## config.mk

```make
export PLATFORM = sky130hd
export DESIGN_NAME = chase_sequencer
export DESIGN_NICKNAME = d
export VERILOG_FILES = /design/src/rtl/chase_pkg.sv /design/src/rtl/chase_prescaler.sv /design/src/rtl/chase_sequencer.sv
export SDC_FILE = /design/constraint.sdc
export NUM_CORES = 1
export LEC_CHECK = 0
export BUFFER_PORTS_ARGS = -buffer_cell sky130_fd_sc_hd__buf_4
export CORE_UTILIZATION = 49
export DETAILED_ROUTE_END_ITERATION = 7
export PLACE_DENSITY = 0.76
export RECOVER_POWER = 25
export SLEW_MARGIN = 5
export SYNTH_ARGS = -nofsm -noshare
export SYNTH_HDL_FRONTEND = slang
export SYNTH_SLANG_ARGS = --single-unit
export TNS_END_PERCENT = 50
```

## constraint.sdc

```tcl
create_clock -name clk -period 2.97 [get_ports clk]
set_input_delay 0.297 -clock clk [delete_from_list [all_inputs] [get_ports clk]]
set_output_delay 0.297 -clock clk [all_outputs]
set_load 0.02 [all_outputs]
```

## src/rtl/chase_pkg.sv

```systemverilog
// Shared types and constants for the 7-segment chase sequencer.
// The head path table maps each of the 8 head positions to a segment index.
package chase_pkg;

  localparam int POS_W = 3;
  localparam int SEG_W = 3;

  typedef enum logic [1:0] {
    INIT  = 2'd0,
    ISSUE = 2'd1,
    COUNT = 2'd2,
    IDLE  = 2'd3
  } state_t;

  // Figure-eight style path: a, b, g, e, d, c, g, f
  function automatic logic [SEG_W-1:0] path_seg(input logic [POS_W-1:0] p);
    logic [SEG_W-1:0] s;
    case (p)
      3'd0:    s = 3'd0;
      3'd1:    s = 3'd1;
      3'd2:    s = 3'd6;
      3'd3:    s = 3'd4;
      3'd4:    s = 3'd3;
      3'd5:    s = 3'd2;
      3'd6:    s = 3'd6;
      default: s = 3'd5;
    endcase
    return s;
  endfunction

endpackage

```

## src/rtl/chase_prescaler.sv

```systemverilog
// Step-rate prescaler: counts while enabled, flags a step once the count
// reaches or passes the speed-dependent terminal value.
module chase_prescaler #(
  parameter int STEP_CNT_W = 22
) (
  input  logic       clk,
  input  logic       reset,
  input  logic [2:0] i_speed,
  input  logic       i_clr,
  input  logic       i_inc,
  output logic       o_step
);

  logic [STEP_CNT_W-1:0] r_cnt;
  logic [STEP_CNT_W-1:0] w_terminal;

  assign w_terminal = {i_speed, {(STEP_CNT_W-3){1'b1}}};
  // >= rather than == so a speed decrease below the running count still fires
  assign o_step     = (r_cnt >= w_terminal);

  always_ff @(posedge clk or negedge reset) begin
    if (!reset) begin
      r_cnt <= '0;
    end else if (i_clr) begin
      r_cnt <= '0;
    end else if (i_inc) begin
      r_cnt <= r_cnt + 1'b1;
    end
  end

endmodule

```

## src/rtl/chase_sequencer.sv

```systemverilog
// Chase controller: step FSM, head position, load-command handshake, fade tick.
// Define CHASE_BOUNCE_EN for ping-pong head motion instead of modulo-8 wrap.
module chase_sequencer
  import chase_pkg::*;
#(
  parameter int STEP_CNT_W = 22,
  parameter int FADE_CNT_W = 22
) (
  input  logic       clk,
  input  logic       reset,
  input  logic [2:0] speed,
  input  logic       dir,
  input  logic       run,
  input  logic       step_req,
  output logic       cmd_valid,
  output logic [2:0] cmd_seg,
  input  logic       cmd_ready,
  output logic       fade_tick,
  output logic [2:0] pos
);

  logic [2:0]            r_speed_q;
  logic                  r_dir_q;
  logic                  r_run_q;
  logic                  r_step_q;
  logic                  r_step_d;
  state_t                r_state;
  state_t                w_state_next;
  logic [POS_W-1:0]      r_pos;
  logic [POS_W-1:0]      w_pos_next;
  logic [POS_W-1:0]      w_pos_adv;
  logic                  r_cmd_valid;
  logic [SEG_W-1:0]      r_cmd_seg;
  logic [FADE_CNT_W-1:0] r_fade_cnt;
  logic [FADE_CNT_W-1:0] w_fade_next;
  logic                  r_fade_tick;
  logic                  w_fwd;
  logic                  w_advance;
  logic                  w_step;
  logic                  w_step_edge;
  logic                  w_cnt_inc;

  always_ff @(posedge clk or negedge reset) begin
    if (!reset) begin
      r_speed_q <= '0;
      r_dir_q   <= 1'b0;
      r_run_q   <= 1'b0;
      r_step_q  <= 1'b0;
      r_step_d  <= 1'b0;
    end else begin
      r_speed_q <= speed;
      r_dir_q   <= dir;
      r_run_q   <= run;
      r_step_q  <= step_req;
      r_step_d  <= r_step_q;
    end
  end

  assign w_step_edge = r_step_q & ~r_step_d;

`ifdef CHASE_BOUNCE_EN
  logic r_flip;

  assign w_fwd = r_dir_q ^ r_flip;

  always_ff @(posedge clk or negedge reset) begin
    if (!reset) begin
      r_flip <= 1'b0;
    end else if (w_advance &&
                 ((w_fwd && w_pos_adv == 3'd7) || (!w_fwd && w_pos_adv == 3'd0))) begin
      r_flip <= ~r_flip;
    end
  end
`else
  assign w_fwd = r_dir_q;
`endif

  assign w_pos_adv = w_fwd ? (r_pos + 3'd1) : (r_pos - 3'd1);
  // Count only while running in COUNT; every other state holds the counter at 0
  assign w_cnt_inc = (r_state == COUNT) && r_run_q && !w_step;

  chase_prescaler #(
    .STEP_CNT_W(STEP_CNT_W)
  ) u_prescaler (
    .clk    (clk),
    .reset  (reset),
    .i_speed(r_speed_q),
    .i_clr  (~w_cnt_inc),
    .i_inc  (w_cnt_inc),
    .o_step (w_step)
  );

  always_comb begin
    w_state_next = r_state;
    w_advance    = 1'b0;
    case (r_state)
      INIT:  w_state_next = ISSUE;
      ISSUE: begin
        if (cmd_ready) w_state_next = r_run_q ? COUNT : IDLE;
      end
      COUNT: begin
        if (w_step) begin
          w_advance    = 1'b1;
          w_state_next = ISSUE;
        end else if (!r_run_q) begin
          w_state_next = IDLE;
        end
      end
      IDLE: begin
        if (w_step_edge) begin
          w_advance    = 1'b1;
          w_state_next = ISSUE;
        end else if (r_run_q) begin
          w_state_next = COUNT;
        end
      end
      default: w_state_next = INIT;
    endcase
    w_pos_next = w_advance ? w_pos_adv : r_pos;
    if (r_state == INIT) w_pos_next = '0;
  end

  assign w_fade_next = r_fade_cnt + 1'b1;

  always_ff @(posedge clk or negedge reset) begin
    if (!reset) begin
      r_state     <= INIT;
      r_pos       <= '0;
      r_cmd_valid <= 1'b0;
      r_cmd_seg   <= '0;
      r_fade_cnt  <= '0;
      r_fade_tick <= 1'b0;
    end else begin
      r_state     <= w_state_next;
      r_pos       <= w_pos_next;
      r_cmd_valid <= (w_state_next == ISSUE);
      r_cmd_seg   <= path_seg(w_pos_next);
      r_fade_cnt  <= w_fade_next;
      r_fade_tick <= (w_fade_next == '0);
    end
  end

  assign cmd_valid = r_cmd_valid;
  assign cmd_seg   = r_cmd_seg;
  assign pos       = r_pos;
  assign fade_tick = r_fade_tick;

endmodule

```

==> run summary, run 1 <==
EDFF count, synth = 0
Synthesized area = 2990 µm²
Crit end category = flop
Reg2reg start = r_fade_cnt[0]$_DFF_PN0_
Fin Hold WS = 0.0923 ns
Hold_buf cts = 0
Hold Vio Cnt, Final = 0
Commonest non-fill, non-tap cell in the layout = dfrtp_1
Bufs on Longest Clock Path = 2
GRT Total Usage = 0.188
Inserted Diodes = 0
RSZ-0062 raised after global routing = false
Slew headroom = 0.0267
Clock transition at the registers of the reported paths = 0.07 ns
Netlist cell types = 50
Die Wd = 80.2 µm
Initial antenna violation count = 0
Detailed-route wire length = 5310 µm
Fin crit share = 0.817
Clock sink count = 61
DP Area = 3170 µm²
Routability cong. = 0.884
Vias = 2100
Post-DP HPWL = 3600 µm
Root Buffer = clkbuf_8
Final nets = 327
Pre-antenna DRT Iters = 4
Worst R2R End = fade_tick$_DFF_PN0_
Die area = 6420 µm²
Seq/Total Area, Yosys = 0.510
Clock skew = 0.0107 ns
Most frequent cells in the layout = dfrtp_1, nor2_1, nand2_1
Worst reg-to-reg setup slack = 0.54 ns
Peak VDD IR = 392 µV
CTS H-Tree Depth = 3
Initial Utilization = 0.505
Syn avg cell area = 10.2 µm²
Wire per inst = 13.6 µm
# rows = 28
Setup_tns = 0 ns
Maxcap violations = 0
YS warnings = 0
Synth Register Bits = 61
Leakage power = 1.52 nW
PortBufs = 16
Critical Path End = fade_tick$_DFF_PN0_
Power, Total = 0.00212 W
Synth async-reset ratio = 1.00
Req. time, crit path = 3.22 ns
# IOs = 17
Vias in the first global route = 2057
Fillcell total = 509
Type of the worst min-delay path = primary input to flop
Layout cells sized above 1 = 0.127
Die Span Y = 80.2 µm
FF-to-FF path depth = 7
FMAX = 0.412 GHz
CP arrival = 2.67 ns
Final global-route overflow total = 0
Clk_lat worst skew = 0.33 ns
Final Util = 0.576
Vias/cell = 5.37
First-pass GRT wire length = 9150 µm
Drt drc = 0
Finished Cell Area = 3410 µm²
Post-cts sizing count = 0
Detailed Route Iter0 Violations = 144
PwrDens = 622 nW/µm²
Pin count of the biggest net entering global routing = 62
Status = finished clean
Mapped Nets = 307
Core ar. = 5920 µm²
Slew @ Worst Pin = 1.46 ns
Area growth from synthesis to layout = 13.9%
Worst Setup Start Kind = flop
CTS tree = yes
Setup Buffers After CTS = 0
Setup Viol. Count Final = 0
Final min period = 2.43 ns
Synthesized instance count = 292
Cts bufs inserted = 9
Largest fanout on the critical path = 6
Crit. Startpoint = r_fade_cnt[0]$_DFF_PN0_
CP Class = flop to flop
Dominant synthesized flop cell = dfrtp_1
Final ANT Viol Nets = 0
Max Slew Vio Count = 0
-- critical path: stages (launching register included) --
cell and delay, ns:
dfrtp_1 0.41, ha_1 0.26, and4_1 0.34, and4_1 0.24, a21oi_1 0.07, or4_1 0.40, a2111o_1 0.39, nor4b_2 0.24
-- cells in the mapped netlist, drive strengths merged (2+ instances only) --
cell,count,share of area
nor2,42,0.053
o21ai,6,0.010
inv,13,0.016
o21a,2,0.0050
nand4,8,0.017
and2,6,0.013
a2111o,2,0.0075
ha,5,0.021
a31oi,4,0.0084
nor3,3,0.0050
o211ai,4,0.010
nand2,24,0.030
mux2i,2,0.0067
buf,4,0.011
or3,2,0.0042
nor2b,2,0.0042
and3,5,0.011
or2,3,0.0063
and4,10,0.029
nand2b,2,0.0042
nand3,12,0.020
clkbuf,4,0.0050
xnor2,21,0.061
a21oi,3,0.0050
dfrtp,61,0.51
xor2,20,0.059
nor4,3,0.0084
-- how the worst min path moves through the flow --
stage,from,end,depth (start not counted)
2_1_floorplan,reset,cmd_seg[0]$_DFF_PN0_,0
3_3_place_gp,reset,cmd_seg[1]$_DFF_PN0_,1
3_5_place_dp,speed[1],r_speed_q[1]$_DFF_PN0_,1
4_1_cts,reset,r_fade_cnt[19]$_DFF_PN0_,1
5_1_grt,step_req,r_step_q$_DFF_PN0_,1
6_report,speed[0],r_speed_q[0]$_DFF_PN0_,1
-- where the power goes --
part	internal, W	switching (W)	total, W
registers	0.000879	0.0000503	0.000929
clock network	0.000597	0.000310	0.000907
logic	0.000122	0.000161	0.000283
total	0.00160	0.000521	0.00212
-- stage by stage --
stage          setup WS [ns]  instances
2_1_floorplan          0.683        292
4_1_cts                0.527        391
3_5_place_dp           0.534        376
5_1_grt                0.380        391
6_report               0.543        391
3_3_place_gp           0.648        376
-- kinds of logic (layout without fill, tap and decap cells) --
logic type / count (synthesis) / in the layout / share of synthesized area
adder cells (fa/ha/maj): 6 / 6 / 0.0276
AO/OA/AOI/OAI: 32 / 32 / 0.0761
flip-flops: 61 / 61 / 0.510
XOR/XNOR: 41 / 41 / 0.120
multiplexers: 2 / 2 / 0.00669
AND/OR/NAND/NOR: 129 / 129 / 0.227
buffers and inverters: 21 / 45 / 0.0326
-- area by class of cell --
type                    instances  area [µm²]  area share
clock inverters                 4        95.1      0.0279
multi-input cells             210        1370       0.401
flip-flops and latches         61        1530       0.448
clock buffers                  11         151      0.0444
well taps                      75        93.8      0.0275
repair buffers                 17         125      0.0367
inverters                      13        48.8      0.0143
-- per-layer routing --
layer  share of wire  global-route usage
met5               0                   0
met4           0.024               0.104
met3           0.030              0.0420
met2            0.47               0.292
met1            0.48               0.243
-- registers in the layout (all words and copies together), names as in the netlist --
register and count:
u_prescaler.r_cnt 22, r_state 2, cmd_seg 3, r_fade_cnt 22
pos 3, fade_tick 1, cmd_valid 1, r_step_q 1
r_dir_q 1, r_step_d 1, r_run_q 1, r_speed_q 3
No activity file was read; power rests on OpenSTA's default activity.
==> run 2: changes to the inputs <==
Clock period 2.97 ns to 2.5 ns, I/O delays scaled along.
==> run 2 against run 1 <==
Compared with the run above:
- via count up 1.2%
- setup slack worse by 0.38 ns
- combinational power up 20%
- largest cell class unchanged
==> run summary, run 2 (synthesis results as in run 1) <==
Clock skew = 0.00817 ns
Detailed Route Iter0 Violations = 103
Worst path slowest cell = or4_1
Final nets = 334
CP arrival = 2.59 ns
Leakage power = 1.54 nW
First-pass GRT wire length = 9050 µm
Final min period = 2.34 ns
Layout cells sized above 1 = 0.136
Setup Viol. Count Final = 0
Inserted Diodes = 0
FMAX = 0.427 GHz
Cts bufs inserted = 9
Crit path buf inv count = 0
Pin count of the biggest net entering global routing = 62
Routability cong. = 0.798
Worst Setup Start Kind = flop
Slew @ Worst Pin = 0.747 ns
Initial antenna violation count = 0
Vias = 2126
Wire per inst = 13.2 µm
Max Slew Vio Count = 0
Maxcap violations = 0
Detailed-route wire length = 5250 µm
Req. time, crit path = 2.75 ns
Largest stage delay on the critical path = 0.40 ns
# rows = 28
Final ANT Viol Nets = 0
CTS H-Tree Depth = 3
Vias/cell = 5.34
Bufs on Longest Clock Path = 2
Drt drc = 0
# IOs = 17
Type of the worst min-delay path = primary input to flop
Largest fanout on the critical path = 6
Clock sink count = 61
Crit end category = flop
Hold Vio Cnt, Final = 0
Status = finished clean
Die Wd = 80.2 µm
CTS tree = yes
Final Util = 0.579
Final global-route overflow total = 0
CP Class = flop to flop
Fin Hold WS = 0.0430 ns
Clk_lat worst skew = 0.34 ns
Slew headroom = 0.502
Die Span Y = 80.2 µm
PortBufs = 16
Top flop regs = r_fade_cnt (22), u_prescaler.r_cnt (22)
Area growth from synthesis to layout = 14.5%
Pre-antenna DRT Iters = 4
Commonest non-fill, non-tap cell in the layout = dfrtp_1
Vias in the first global route = 2051
Root Buffer = clkbuf_8
Fin crit share = 0.937
Power, Total = 0.00232 W
PwrDens = 676 nW/µm²
Peak VDD IR = 429 µV
Post-DP HPWL = 3510 µm
GRT Total Usage = 0.189
Die area = 6420 µm²
Clock transition at the registers of the reported paths = 0.07 ns
Fin cells = 398
Inst Count DP = 380
Most frequent cells in the layout = dfrtp_1, nor2_1, nand2_1
Initial Utilization = 0.505
Largest delay contributor family on the critical path = simple AND/OR/NAND/NOR gates
Core ar. = 5920 µm²
Critical path cell sequence = ha_2 -> and4_2 -> and4_1 -> a21oi_1 -> or4_1 -> a2111o_1 -> nor4b_2
[run 2: changes by cell type in the layout (fill, tap and decap cells not counted), moves of 2 or more]
cell           before  now
dlygate4sd3_1       0    2
buf_4              10   15
bufinv_16           3    1
clkbuf_1            0    3
[run 2: stage by stage]
step | setup WS, ns | TNS, ns | area [µm²]
after floorplan | 0.213 | 0 | 2990
after global placement | 0.184 | 0 | 3200
after detailed placement | 0.115 | 0 | 3200
after CTS | 0.0930 | 0 | 3410
after global routing | -0.0106 | -0.0106 | 3430
final | 0.158 | 0 | 3430
[run 2: repair_timing]
action	CTS	global route
endpoints found under the setup margin	0	1
endpoints found under the hold margin	4	0
resized for setup	0	3
buffers inserted	0	1
hold buffers	2	0
[run 2: per-layer routing]
layer / GRT usage / share of wire
met4: 0.114 / 0.023
met5: 0 / 0
met1: 0.231 / 0.48
met3: 0.0466 / 0.032
met2: 0.301 / 0.46
[run 2: layout make-up]
cell class | instances | area [µm²]
clock buffers | 14 | 163
clock inverters | 1 | 30.0
fillers | 516 | 2490
inverters | 13 | 48.8
multi-input cells | 210 | 1380
flip-flops and latches | 61 | 1530
well taps | 75 | 93.8
repair buffers | 24 | 185
[run 2: worst paths after layout]
kind / from / endpoint / slack [ns] / depth (start not counted)
max: r_fade_cnt[1]$_DFF_PN0_ / fade_tick$_DFF_PN0_ / 0.16 / 7
min: step_req / r_step_q$_DFF_PN0_ / 0.04 / 1
max reg2reg: r_fade_cnt[1]$_DFF_PN0_ / fade_tick$_DFF_PN0_ / 0.16 / 7
min reg2reg: r_step_q$_DFF_PN0_ / r_step_d$_DFF_PN0_ / 0.43 / 0
max in group asynchronous: reset / u_prescaler.r_cnt[13]$_DFF_PN0_ / 1.49 / 2
min in group asynchronous: reset / pos[2]$_DFF_PN0_ / 0.51 / 2
[run 2: worst reg2reg max path: cells and delay by family, from the launching register on]
family	cells	cell delay, ns
AND/OR/NAND/NOR	4	1.18
flip-flops	1	0.39
AO/OA/AOI/OAI	2	0.45
adder cells (fa/ha/maj)	1	0.23
[run 2: report_power, final]
part           internal, W  switching [W]
sequential         0.00104      0.0000629
clock             0.000511       0.000359
combinational     0.000148       0.000193
